[src/rtl/softmax_exp_unit.sv]
// Softmax numerator stage: buffers one signed vector, tracks its maximum, then
// streams lut[max - x_i] (clamped to 0 past the table) and the sum of those values.
//
// state | meaning
// LOAD  | accepting elements and LUT writes, tracking the running max
// EMIT  | streaming exp(x_i - x_max) with valid/ready, accumulating the sum
// DONE  | one cycle: sum_out/sum_valid presented, counters cleared
module softmax_exp_unit #(
    parameter int DW        = 8,
    parameter int VEC_LEN   = 16,
    parameter int LUT_DEPTH = 16,
    parameter int EXP_W     = 32,
    parameter int SUM_W     = EXP_W + $clog2(VEC_LEN)
) (
    input  logic                         clk,
    input  logic                         rst,
    input  logic                         in_valid,
    output logic                         in_ready,
    input  logic [DW-1:0]                in_data,
    input  logic                         in_last,
    input  logic                         lut_wr_en,
    input  logic [$clog2(LUT_DEPTH)-1:0] lut_wr_addr,
    input  logic [EXP_W-1:0]             lut_wr_data,
    output logic                         out_valid,
    input  logic                         out_ready,
    output logic [EXP_W-1:0]             out_exp,
    output logic [$clog2(VEC_LEN)-1:0]   out_idx,
    output logic                         sum_valid,
    output logic [SUM_W-1:0]             sum_out,
    output logic                         len_err,
    output logic                         busy
);
    localparam int AW = $clog2(LUT_DEPTH);
    localparam int IW = $clog2(VEC_LEN);
    localparam int CW = IW + 1;

    typedef enum logic [1:0] {LOAD, EMIT, DONE} state_t;

    state_t state, state_nxt;

    logic [DW-1:0]        vbuf [VEC_LEN];
    logic [EXP_W-1:0]     lut  [LUT_DEPTH];
    logic [CW-1:0]        cnt;
    logic [CW-1:0]        rd;
    logic signed [DW-1:0] max_val;
    logic [SUM_W-1:0]     acc;

    logic          accept;
    logic          hs;
    logic          last_hs;
    logic          load_out;
    logic [DW-1:0] rd_elem;
    logic [DW:0]   diff;
    logic [EXP_W-1:0] exp_val;

    // Sign-extend both operands so the difference never wraps; it is always >= 0.
    assign rd_elem = vbuf[rd[IW-1:0]];
    assign diff    = {max_val[DW-1], max_val} - {rd_elem[DW-1], rd_elem};
    assign exp_val = (diff < (DW+1)'(LUT_DEPTH)) ? lut[diff[AW-1:0]] : '0;

    always_ff @(posedge clk or posedge rst) begin
        if (rst) state <= LOAD;
        else     state <= state_nxt;
    end

    always_comb begin
        state_nxt = state;
        in_ready  = 1'b0;
        busy      = 1'b0;
        accept    = 1'b0;
        hs        = out_valid && out_ready;
        last_hs   = 1'b0;
        load_out  = 1'b0;
        case (state)
            LOAD: begin
                in_ready = 1'b1;
                accept   = in_valid;
                if (accept && (in_last || cnt == CW'(VEC_LEN - 1)))
                    state_nxt = EMIT;
            end
            EMIT: begin
                busy     = 1'b1;
                last_hs  = hs && ({1'b0, out_idx} == cnt - CW'(1));
                load_out = (!out_valid || out_ready) && (rd < cnt);
                if (last_hs)
                    state_nxt = DONE;
            end
            DONE: begin
                busy      = 1'b1;
                state_nxt = LOAD;
            end
            default: state_nxt = LOAD;
        endcase
    end

    // Element buffer and LUT are storage only; they keep their contents across reset.
    always_ff @(posedge clk) begin
        if (accept)
            vbuf[cnt[IW-1:0]] <= in_data;
        if (lut_wr_en && state == LOAD)
            lut[lut_wr_addr] <= lut_wr_data;
    end

    always_ff @(posedge clk or posedge rst) begin
        if (rst) begin
            cnt       <= '0;
            rd        <= '0;
            max_val   <= '0;
            acc       <= '0;
            out_valid <= 1'b0;
            out_exp   <= '0;
            out_idx   <= '0;
            sum_valid <= 1'b0;
            sum_out   <= '0;
            len_err   <= 1'b0;
        end else begin
            sum_valid <= 1'b0;
            len_err   <= 1'b0;
            if (accept) begin
                cnt <= cnt + CW'(1);
                if (cnt == '0 || $signed(in_data) > max_val)
                    max_val <= $signed(in_data);
                len_err <= (cnt == CW'(VEC_LEN - 1)) && !in_last;
            end
            if (hs)
                acc <= acc + SUM_W'(out_exp);
            if (load_out) begin
                out_valid <= 1'b1;
                out_exp   <= exp_val;
                out_idx   <= rd[IW-1:0];
                rd        <= rd + CW'(1);
            end else if (hs) begin
                out_valid <= 1'b0;
            end
            if (last_hs) begin
                sum_out   <= acc + SUM_W'(out_exp);
                sum_valid <= 1'b1;
            end
            if (state == DONE) begin
                cnt     <= '0;
                rd      <= '0;
                max_val <= '0;
                acc     <= '0;
            end
        end
    end

endmodule
[config.mk]
export PLATFORM = sky130hd
export DESIGN_NAME = softmax_exp_unit
export DESIGN_NICKNAME = d
export VERILOG_FILES = /design/src/rtl/softmax_exp_unit.sv
export SDC_FILE = /design/constraint.sdc
export NUM_CORES = 1
export LEC_CHECK = 0
export CORE_MARGIN = 10
export CORE_UTILIZATION = 55
export CTS_CLUSTER_DIAMETER = 80
export DETAILED_ROUTE_END_ITERATION = 8
export PLACE_DENSITY = 0.77
export SLEW_MARGIN = 5
export SYNTH_ARGS = -nofsm -noshare
export SYNTH_HDL_FRONTEND = slang
export SYNTH_SLANG_ARGS = --single-unit
[constraint.sdc]
create_clock -name clk -period 4.8 [get_ports clk]
set_input_delay 1.2 -clock clk [delete_from_list [all_inputs] [get_ports clk]]
set_output_delay 1.2 -clock clk [all_outputs]
set_load 0.005 [all_outputs]
==> results.sh, run 1 <==
export IMPL_pin_count=127
export IMPL_peakVddDrop_mv=1.51
export IMPL_grt_pass1_wl_mm=115
export IMPL_grt_pass1_vias=18368
export IMPL_cts_buffers=78
export IMPL_first_pass_iters=5
export IMPL_min_path_type="flip-flop to flip-flop"
export IMPL_tightest_slew_ns=1.03
export IMPL_initial_core_util_pct=55.5
export IMPL_drv_cap=0
export IMPL_ys_warn_count=0
export IMPL_dpl_hpwl_mm=45.9
export IMPL_power_internal_mw=18.5
export IMPL_clockBufferDepth=3
export IMPL_fin_tns_setup_ns=0
export IMPL_cts_tree="done"
export IMPL_ys_ff_latch=771
export IMPL_hold_viol=0
export IMPL_viasPerCell=6.27
export IMPL_leakagePower_nw=13.4
export IMPL_critical_path_required_ns=5.37
export IMPL_p_sw_share_pct=36.6
export IMPL_via_count=17989
export IMPL_fmax_mhz=218
export IMPL_synth_edf_count=640
export IMPL_fin_crit_sh_pct=95.5
export IMPL_drive_gt1_share_pct=18.7
export IMPL_rows=88
export IMPL_dieArea_um2=68300
export IMPL_synth_top_area_share_pct=60.0
export IMPL_syn_inst=1862
export IMPL_grt_max_degree=91
export IMPL_end_kind="flip-flop"
export IMPL_nFillCells=3828
export IMPL_synth_net_count=1976
export IMPL_instances_no_fill=2869
export IMPL_gp_congestion=0.913
export IMPL_skew_ns=0.0206
export IMPL_yosysMostFrequentCell="edfxtp_1"
export IMPL_htree_levels=3
export IMPL_dp_cells=2722
export IMPL_max_slew_margin_pct=31.4
export IMPL_power_frac_seq_pct=28.2
export IMPL_synth_largest_area_cell="edfxtp_1"
export IMPL_postCtsHoldBufs=0
export IMPL_syn_to_final_growth_pct=16.7
export IMPL_coreArea_um2=57700
export IMPL_die_w_um=261
export IMPL_drt_iter0_drc=1940
export IMPL_async_reset_ff_share_pct=17.0
export IMPL_crit_path_start_kind="flip-flop"
export IMPL_crit_arrival_ns=5.15
export IMPL_synth_ff_type="edfxtp_1"
export IMPL_ys_types=68
export IMPL_route_detailed_drc=0
export IMPL_insertion_delay_ns=0.63
export IMPL_p_switching_mw=10.7
export IMPL_grt_total_usage_pct=22.4
export IMPL_fin_crit_ns=4.58
export IMPL_final_nets=2154
export IMPL_crit_path_max_fanout=17
export IMPL_rsz0062_at_grt="no"
export IMPL_p_per_area_nw_per_um2=781
export IMPL_yosys_top_cells_count="edfxtp_1, mux4_2, nand2_1"
export IMPL_die_y_um=261
export IMPL_maxSlewViolCount=0
export IMPL_power_frac_comb_pct=50.5
export IMPL_grt_overflow_total=0
export IMPL_routedWlPerCell_um=26.6
export IMPL_setup_viol=0
export IMPL_path_class="flip-flop to flip-flop"
export IMPL_synth_area_top_cells="edfxtp_1, mux4_2, dfrtp_1"
export IMPL_antenna_found_initial=5
export IMPL_cts_root_buffer="clkbuf_16"
export IMPL_clkPwrFrac_pct=21.4
export IMPL_seq_area_frac_synth_pct=70.2
export IMPL_status="finished, final reports clean"
export IMPL_clk_pin_slew_ns=0.06
export IMPL_syn_area_um2=32000
export IMPL_clock_sinks=771
export IMPL_drt_total_wl_mm=76.2
export IMPL_antenna_left=0
export IMPL_portBuffers=126
export IMPL_post_synth_cell_area_avg_um2=17.2
[area by class of cell]
class | instances | area (um2) | share of cell area, %
Clock buffer | 110 | 2220 | 5.95
Tap cell | 765 | 957 | 2.56
Timing Repair Buffer | 197 | 1980 | 5.30
Clock inverter | 33 | 414 | 1.11
Sequential cell | 771 | 22500 | 60.2
Inverter | 40 | 155 | 0.415
Antenna cell | 1 | 2.50 | 0.00669
Multi-Input combinational cell | 952 | 9160 | 24.5
[flip-flops by register name, indices dropped and copies added (netlist names), 2 cells and up]
signal   flops
acc         36
cnt          5
lut        512
max_val      8
out_exp     32
out_idx      4
rd           5
state        2
sum_out     36
vbuf       128
[power groups by stage]
stage	clock [mW]	sequential [mW]	combinational (mW)
after floorplan	0	8.18	10.2
after global placement	0	8.33	14.2
after detailed placement	0	8.35	14.5
after CTS	6.30	8.23	14.7
after global routing	6.56	8.29	15.8
final	6.24	8.24	14.7
[stage by stage]
| step | total power, mW | setup WS (ns) | hold WS (ns) | utilization [%] | cell area [um2] |
|---|---|---|---|---|---|
| 5_1_grt | 30.6 | 0.0862 | 0.492 | 64.8 | 37400 |
| 6_report | 29.2 | 0.217 | 0.470 | 64.8 | 37400 |
| 3_3_place_gp | 22.5 | 0.408 | 0.457 | 60.2 | 34700 |
| 3_5_place_dp | 22.9 | 0.299 | 0.460 | 60.2 | 34700 |
| 2_1_floorplan | 18.4 | 0.102 | 0.463 | - | 32000 |
| 4_1_cts | 29.3 | 0.117 | 0.473 | 64.8 | 37400 |
[layer usage]
layer | vias up | track usage [%] | part of all wire [%]
met5 | - | 0 | 0.084
met4 | 8 | 6.02 | 2.2
met3 | 143 | 5.89 | 10
met2 | 869 | 35.4 | 48
met1 | 9275 | 30.9 | 40
li1 | 7694 | - | -
[critical path, stage by stage (launching register included)]
cell and delay [ns]:
dfrtp_2 0.57, buf_4 0.29, mux4_2 0.54, mux4_2 0.54, fa_4 0.98, buf_12 0.21, mux4_2 0.19, nor2b_1 0.19
a211oi_1 0.07, a2111oi_0 0.63, buf_4 0.21, a21o_1 0.07
[path summary, 6_finish.rpt]
| kind | from | endpoint | slack, ns | cells past startpoint |
|---|---|---|---|---|
| min in group asynchronous | rst | len_err | 1.15 | 2 |
| max in group asynchronous | rst | acc[27] | 2.75 | 3 |
| worst min register to register | sum_out[22] | sum_out[22] | 0.47 | 2 |
| worst min-delay path | sum_out[22] | sum_out[22] | 0.47 | 2 |
| worst max-delay path | rd[0] | out_exp[22] | 0.22 | 11 |
| worst max register to register | rd[0] | out_exp[22] | 0.22 | 11 |
[cell usage in the layout, fill, tap and decap left out, types with 7 or more instances in the layout]
master	n
clkbuf_16	80
a211oi_1	37
nor2_4	12
clkbuf_8	11
xor2_1	11
and3_1	8
clkinv_2	7
a21oi_1	66
ha_1	60
dfrtp_1	130
clkdlybuf4s50_1	126
buf_4	56
a21o_1	44
xnor2_1	34
nand4_1	11
clkbuf_1	19
nand2_1	163
clkinv_1	11
nand2b_1	7
o21ai_0	32
mux4_2	168
buf_12	15
edfxtp_1	640
a2111oi_0	32
inv_1	39
nor2_1	70
nand3_1	18
mux2i_1	42
nor2b_1	37
mux2_2	7
nor3_1	8
bufinv_16	9
[kinds of logic (layout without fill, tap and decap cells)]
logic type / Yosys count / count (layout) / share of synthesized area, %
flip-flops: 771 / 771 / 70.2
AND/OR/NAND/NOR: 364 / 364 / 5.20
AO/OA/AOI/OAI: 260 / 260 / 5.63
multiplexers: 217 / 217 / 13.4
buffers and inverters: 139 / 380 / 1.75
adder cells (fa/ha/maj): 64 / 64 / 2.55
XOR/XNOR: 47 / 47 / 1.28
other: 0 / 1 / 0
[repair_timing]
action / 4_1_cts / 5_1_grt
buffers inserted: 0 / 3
endpoints found under the setup margin: 0 / 9
gates resized for setup: 0 / 1
(Power assumes the default switching activity.)
==> inputs of run 2 (changes only) <==
- CTS_BUF_LIST: default -> sky130_fd_sc_hd__clkbuf_16
==> results.sh, run 2 (same netlist as run 1, synthesis figures left out) <==
export IMPL_status="finished, final reports clean"
export IMPL_clk_pin_slew_ns=0.06
export IMPL_crit_path_max_fanout=47
export IMPL_fin_crit_sh_pct=93.5
export IMPL_portBuffers=126
export IMPL_insertion_delay_ns=0.62
export IMPL_rr_worst_depth=10
export IMPL_fmax_mhz=223
export IMPL_fin_tns_setup_ns=0
export IMPL_cts_tree="done"
export IMPL_place_ws_ns=0.299
export IMPL_antenna_left=0
export IMPL_end_kind="flip-flop"
export IMPL_hold_viol=0
export IMPL_leakagePower_nw=13.4
export IMPL_clock_sinks=771
export IMPL_syn_to_final_growth_pct=16.3
export IMPL_grt_max_degree=91
export IMPL_via_count=17986
export IMPL_route_detailed_drc=0
export IMPL_drive_gt1_share_pct=18.2
export IMPL_cp_endpoint="out_exp[1]"
export IMPL_viasPerCell=6.27
export IMPL_r2r_slack_ns=0.31
export IMPL_largest_register="lut"
export IMPL_drv_cap=0
export IMPL_initial_core_util_pct=55.5
export IMPL_first_pass_iters=5
export IMPL_layout_setup_ws_ns=0.311
export IMPL_maxSlewViolCount=0
export IMPL_final_nets=2153
export IMPL_pin_count=127
export IMPL_antenna_found_initial=5
export IMPL_grt_total_usage_pct=22.4
export IMPL_drt_iter0_drc=1922
export IMPL_crit_arrival_ns=5.04
export IMPL_postCtsHoldBufs=0
export IMPL_clockBufferDepth=3
export IMPL_r2r_end="out_exp[1]"
export IMPL_skew_ns=0.0211
export IMPL_peakVddDrop_mv=1.52
export IMPL_drt_total_wl_mm=76.1
export IMPL_multi_input_area_um2=9160
export IMPL_crit_path_start_kind="flip-flop"
export IMPL_cts_buffers=78
export IMPL_r2r_start="rd[0]"
export IMPL_nFillCells=3841
export IMPL_grt_overflow_total=0
export IMPL_p_per_area_nw_per_um2=777
export IMPL_instances_no_fill=2868
export IMPL_seqCellArea_um2=22500
export IMPL_die_y_um=261
export IMPL_coreArea_um2=57700
export IMPL_tightest_slew_ns=1.00
export IMPL_fin_crit_ns=4.49
export IMPL_critPathLaunch="rd[0]"
export IMPL_grt_pass1_vias=18385
export IMPL_final_common_cell="edfxtp_1"
export IMPL_final_cell_mix="edfxtp_1, mux4_2, nand2_1"
export IMPL_largest_reg_flops=512
export IMPL_max_slew_margin_pct=32.8
export IMPL_critical_path_required_ns=5.35
export IMPL_dieArea_um2=68300
export IMPL_die_w_um=261
export IMPL_dp_cells=2722
export IMPL_path_class="flip-flop to flip-flop"
export IMPL_grt_pass1_wl_mm=115
export IMPL_min_path_type="flip-flop to flip-flop"
export IMPL_rsz0062_at_grt="no"
export IMPL_rows=88
export IMPL_routedWlPerCell_um=26.5
export IMPL_gp_congestion=0.913
export IMPL_dpl_hpwl_mm=45.9
export IMPL_cts_root_buffer="clkbuf_16"
export IMPL_htree_levels=3
export IMPL_setup_viol=0
run 2: cell count changes in the layout (fill, tap and decap cells not counted), sizes merged:
cell | before | now
inv | 42 | 61
buf | 71 | 70
clkinv | 19 | 30
clkbuf | 110 | 80
run 2: through the flow:
step | power (mW) | utilization [%] | instance area, um2 | hold WS [ns]
2_1_floorplan | 18.4 | - | 32000 | 0.463
3_3_place_gp | 22.5 | 60.2 | 34700 | 0.457
3_5_place_dp | 22.9 | 60.2 | 34700 | 0.460
4_1_cts | 29.1 | 64.6 | 37300 | 0.473
5_1_grt | 30.4 | 64.6 | 37300 | 0.492
6_report | 29.0 | 64.6 | 37300 | 0.476
run 2: report_power, final:
part	switching, mW	total (mW)	internal [mW]
clock network	2.50	6.01	3.51
registers	0.440	8.24	7.80
logic	7.74	14.7	6.99
total	10.7	29.0	18.3
run 2: layer usage:
metal  wire, um  part of all wire [%]  global-route usage [%]
met1      30200                    40                    30.8
met5         64                 0.084                       0
met4       1640                   2.1                    5.94
met2      36400                    48                    35.4
met3       7770                    10                    5.98
run 2: layout make-up:
| type | instances | area share (%) |
|---|---|---|
| Antenna cell | 1 | 0.00671 |
| Sequential cell | 771 | 60.4 |
| Multi-Input combinational cell | 952 | 24.6 |
| Tap cell | 765 | 2.57 |
| Inverter | 40 | 0.416 |
| Timing Repair Buffer | 196 | 5.30 |
| Clock inverter | 63 | 1.41 |
| Clock buffer | 80 | 5.37 |
run 2: what timing repair did:
item	CTS	global route
setup endpoints to repair	0	9
setup buffers	0	2
resized for setup	0	1
run 2: critical path: stages, from the launching register on:
cell and delay (ns):
dfrtp_2 0.56, buf_4 0.29, mux4_2 0.54, mux4_2 0.54, fa_4 0.98, buf_12 0.32
mux4_2 0.28, nor2b_1 0.14, a211oi_1 0.06, a2111oi_0 0.57, a21o_1 0.13
run 2: how the worst min path moves through the flow:
stage	from	to	slack [ns]	cells past startpoint
floorplan	sum_out[14]	sum_out[14]	0.46	2
global placement	sum_out[29]	sum_out[29]	0.46	2
detailed placement	sum_out[22]	sum_out[22]	0.46	2
CTS	sum_out[29]	sum_out[29]	0.47	2
global route	sum_out[3]	sum_out[3]	0.49	2
finish	sum_out[29]	sum_out[29]	0.48	2
==> inputs of run 3 (changes only) <==
- ABC_AREA: default -> 1
- ABC_CLOCK_PERIOD_IN_PS: default -> 4800
==> results.sh, run 3 <==
export IMPL_hold_path_end="sum_out[5]"
export IMPL_fin_crit_sh_pct=89.3
export IMPL_pin_count=127
export IMPL_die_w_um=267
export IMPL_path_delay_family="buffers and inverters"
export IMPL_async_reset_ff_share_pct=17.0
export IMPL_r2r_end="out_exp[10]"
export IMPL_ys_types=41
export IMPL_coreArea_um2=60200
export IMPL_nFillCells=4414
export IMPL_clk_pin_slew_ns=0.06
export IMPL_rows=90
export IMPL_r2r_slack_ns=0.51
export IMPL_synth_net_count=3279
export IMPL_crit_path_cell_trace="inv_1 -> buf_12 -> o21ai_0 -> o221ai_1 -> nand3_1 -> nand3_1 -> ha_4 -> fa_4 -> xor2_4 -> inv_2 -> buf_4 -> a21oi_1 -> o21ai_1 -> o21ai_0 -> nor2_1 -> nand2_1 -> nand2_1"
export IMPL_maxSlewViolCount=0
export IMPL_largest_reg_flops=512
export IMPL_antenna_left=0
export IMPL_post_synth_cell_area_avg_um2=10.6
export IMPL_crit_buf_inv=4
export IMPL_seq_area_frac_synth_pct=67.3
export IMPL_fin_crit_ns=4.29
export IMPL_final_common_cell="nand2_1"
export IMPL_fin_tns_setup_ns=0
export IMPL_num_antenna_cells=0
export IMPL_synth_largest_area_cell="edfxtp_1"
export IMPL_cts_tree="done"
export IMPL_setup_viol=0
export IMPL_postCtsHoldBufs=0
export IMPL_grt_pass1_wl_mm=136
export IMPL_synth_area_top_cells="edfxtp_1, nand2_1, dfrtp_1"
export IMPL_postCtsResizedCells=0
export IMPL_grt_overflow_total=0
export IMPL_antenna_found_initial=0
export IMPL_min_path_type="flip-flop to flip-flop"
export IMPL_synth_top_area_share_pct=57.5
export IMPL_grt_total_usage_pct=24.6
export IMPL_syn_area_um2=33400
export IMPL_route_detailed_drc=0
export IMPL_seqCellArea_um2=22500
export IMPL_tightest_slew_ns=1.37
export IMPL_min_path_cells=2
export IMPL_path_class="flip-flop to flip-flop"
export IMPL_first_pass_iters=7
export IMPL_viasPerCell=5.98
export IMPL_cts_root_buffer="clkbuf_16"
export IMPL_portBuffers=126
export IMPL_crit_path_start_kind="flip-flop"
export IMPL_multi_input_area_um2=10000
export IMPL_dieArea_um2=71100
export IMPL_grt_pass1_vias=23891
export IMPL_critical_path_required_ns=5.37
export IMPL_clock_sinks=771
export IMPL_final_cell_mix="nand2_1, edfxtp_1, nand3_1"
export IMPL_largest_register="lut"
export IMPL_synth_edf_count=640
export IMPL_rr_worst_depth=17
export IMPL_syn_to_final_growth_pct=14.2
export IMPL_syn_inst=3165
export IMPL_slowest_stage="inv_2"
export IMPL_yosys_top_cells_count="nand2_1, edfxtp_1, nand3_1"
export IMPL_max_slew_margin_pct=8.39
export IMPL_post_cts_buffers=0
export IMPL_ys_ff_latch=771
export IMPL_initial_core_util_pct=55.5
export IMPL_yosysMostFrequentCell="nand2_1"
export IMPL_drt_iter0_drc=3102
export IMPL_skew_ns=0.0330
export IMPL_status="finished, final reports clean"
export IMPL_routedWlPerCell_um=21.5
export IMPL_rsz0062_at_grt="no"
export IMPL_crit_arrival_ns=4.86
export IMPL_r2r_start="rd[0]"
export IMPL_dpl_hpwl_mm=53.3
export IMPL_final_nets=3379
export IMPL_gp_congestion=0.942
export IMPL_crit_path_max_fanout=68
export IMPL_ys_warn_count=0
export IMPL_drv_cap=0
export IMPL_drt_total_wl_mm=88.3
export IMPL_clockBufferDepth=3
export IMPL_hold_viol=0
export IMPL_cts_buffers=77
export IMPL_insertion_delay_ns=0.63
export IMPL_min_from="sum_out[5]"
export IMPL_via_count=24573
export IMPL_drive_gt1_share_pct=5.80
export IMPL_grt_max_degree=217
export IMPL_htree_levels=3
export IMPL_die_y_um=267
export IMPL_slowest_delay_ns=0.58
export IMPL_fmax_mhz=233
export IMPL_end_kind="flip-flop"
export IMPL_synth_ff_type="edfxtp_1"
-- run 3: changes by cell type after synthesis, moves of 89 or more --
cell	delta
inv_1	+89
nor2_1	+134
nand2_1	+854
o21ai_0	+121
nand3_1	+377
mux4_2	-168
-- run 3: metal layers --
layer	track usage, %	part of all wire (%)	up-vias	routed length, um
li1	-	-	11113	-
met1	33.7	40	11790	35300
met2	38.1	46	1446	40400
met3	5.59	11	224	9790
met4	9.55	3.1	0	2740
met5	0	0	-	0
-- run 3: area by class of cell --
cell class                 instances  area share (%)
tap                              782            2.56
sequential                       771            58.9
clock inverter                    61            1.30
multi-input combinational       2110            26.2
clock buffer                      79            5.18
timing repair buffer             172            4.53
inverter                         133            1.34
-- run 3: how the worst max path moves through the flow --
stage | from | endpoint | cells past startpoint
2_1_floorplan | rst | acc[0] | 1
3_3_place_gp | rd[0] | out_exp[10] | 17
3_5_place_dp | rd[0] | out_exp[10] | 17
4_1_cts | rd[0] | out_exp[10] | 17
5_1_grt | rd[1] | out_exp[30] | 17
6_report | rd[0] | out_exp[10] | 17
-- run 3: metrics by stage --
stage               instance area (um2)  instances  setup slack (ns)  utilization, %  hold WS [ns]
floorplan                         33400       3165             0.102               -         0.453
global placement                  35700       3968             0.785            59.3         0.456
detailed placement                35700       3968             0.698            59.3         0.462
CTS                               38200       4108             0.606            63.4         0.476
global route                      38200       4108             0.276            63.4         0.490
finish                            38200       4108             0.511            63.4         0.474
-- run 3: logic make-up (layout without fill, tap and decap cells) --
family	after synthesis	in the layout	share of synthesized area, %
AO/OA/AOI/OAI	362	362	5.84
XOR/XNOR	26	26	0.703
adder cells (fa/ha/maj)	64	64	2.44
buffers and inverters	284	445	3.40
flip-flops	771	771	67.3
AND/OR/NAND/NOR	1658	1658	20.4
-- run 3: tightest hold or removal path: cells and delay by family (launching register included) --
kind | cells | cell delay, ns
DFF | 1 | 0.34
and+or+nand+nor | 2 | 0.10
Power of run 3 is left out: the tool's default activity adds up to more than one toggle a clock period on the data nets, which glitch-free logic cannot reach.
==> patch: new RTL, settings of run 2 <==
Change the parameter `LUT_DEPTH` from 16 to 32.
--- a/src/rtl/softmax_exp_unit.sv
+++ b/src/rtl/softmax_exp_unit.sv
@@ -10,3 +10,3 @@
     parameter int VEC_LEN   = 16,
-    parameter int LUT_DEPTH = 16,
+    parameter int LUT_DEPTH = 32,
     parameter int EXP_W     = 32,
Interface: changed (resized lut_wr_addr); port bits go from 127 to 128. The function was not compared with the original's and may differ.
==> patch against run 2 <==
  * Worst setup slack got worse by 0.22 ns
  * Synthesized area increased by 61%
  * Synthesized cell count grew 38%
  * Routed wire length is 80% higher
  * Cell area grew 60%
  * Total power increased by 71%
  * Clock skew increased by 0.021 ns
  * Die area grew 56%
  * Sequential cell count increased by 512
  * Critical path type unchanged
  * Largest cell class unchanged
  * Largest power group unchanged
==> patch: results (changes against run 2) <==
* Initial antenna violation count at 10 (+5)
* Maximum vdd ir drop at 1154 uV (-24%)
* Gr usage total at 0.2572 (+0.03275)
* Critical hold path startpoint: sum_out[22]$_DFFE_PP0P_
* First-pass GRT wire length at 199300 um (+74%)
* Iter 0 DRT Violations at 3930 (+100%)
* Int Pwr at 32.16 mW (+76%)
* Outcome: finished clean
* Netlist cell types at 62 (-8.8%)
* Async S/R FF share, synth at 0.1021 (-0.06780)
* Actual slew at the worst max-slew pin at 1.079 ns (+0.07433 ns)
* Net Count, Synth at 2677 (+35%)
* Multi-input gate count at 1121 (+18%)
* Sequential cell area share at 0.6365 (+0.03292)
* Non-clk buf share at 0.04773 (-0.005240)
* Clk_lat worst skew at 0.74 ns (+0.12 ns)
* Core Area at 93190 um2 (+62%)
* Synthesized instance count at 2563 (+38%)
* Synth top area cells: edfxtp_1 (67%), mux4_2 (16%), dfrtp_1 (6.4%), ha_1 (1.5%), nand2_1 (1.4%)
* Skew final at 0.04165 ns (+0.02060 ns)
* Storage cell area at 37880 um2 (+68%)
* WHS Endpoint: sum_out[22]$_DFFE_PP0P_
* Flops & latches, synth at 1283 (+66%)
* Post-Route WL at 137200 um (+80%)
* Worst stage delay on the critical path at 0.88 ns (-0.10 ns)
* Seq/Total Area, Yosys at 0.7338 (+0.03159)
* Vias post-DR at 27.67k (+54%)
[patch: routing by layer]
layer / wire [um] / vias to the layer above / global-route usage / share of wire
met5: 26 / - / 0 / 0.00019
met4: 3649 / 4 / 0.07770 / 0.027
met3: 16920 / 270 / 0.06374 / 0.12
met2: 67100 / 1931 / 0.4094 / 0.49
met1: 49460 / 14463 / 0.3528 / 0.36
li1: - / 10998 / - / -
[patch: cells by family (layout without fill, tap and decap cells)]
logic type,count (synthesis),after routing,synth area share
buf+inv,159,515,0.01467
other cells,0,6,0
xor+xnor,47,47,0.008121
simple gates,377,377,0.03135
flops,1283,1283,0.7338
mux,402,402,0.1662
fa+ha+maj,63,63,0.01556
compound gates,232,232,0.03030
[patch: timing repair]
| item | 4_1_cts | 5_1_grt |
|---|---|---|
| hold endpoints to repair | 0 | 0 |
| endpoints found under the setup margin | 2 | 6 |
| gates resized for setup | 1 | 0 |
| pin swaps | 0 | 0 |
| setup buffers | 0 | 2 |
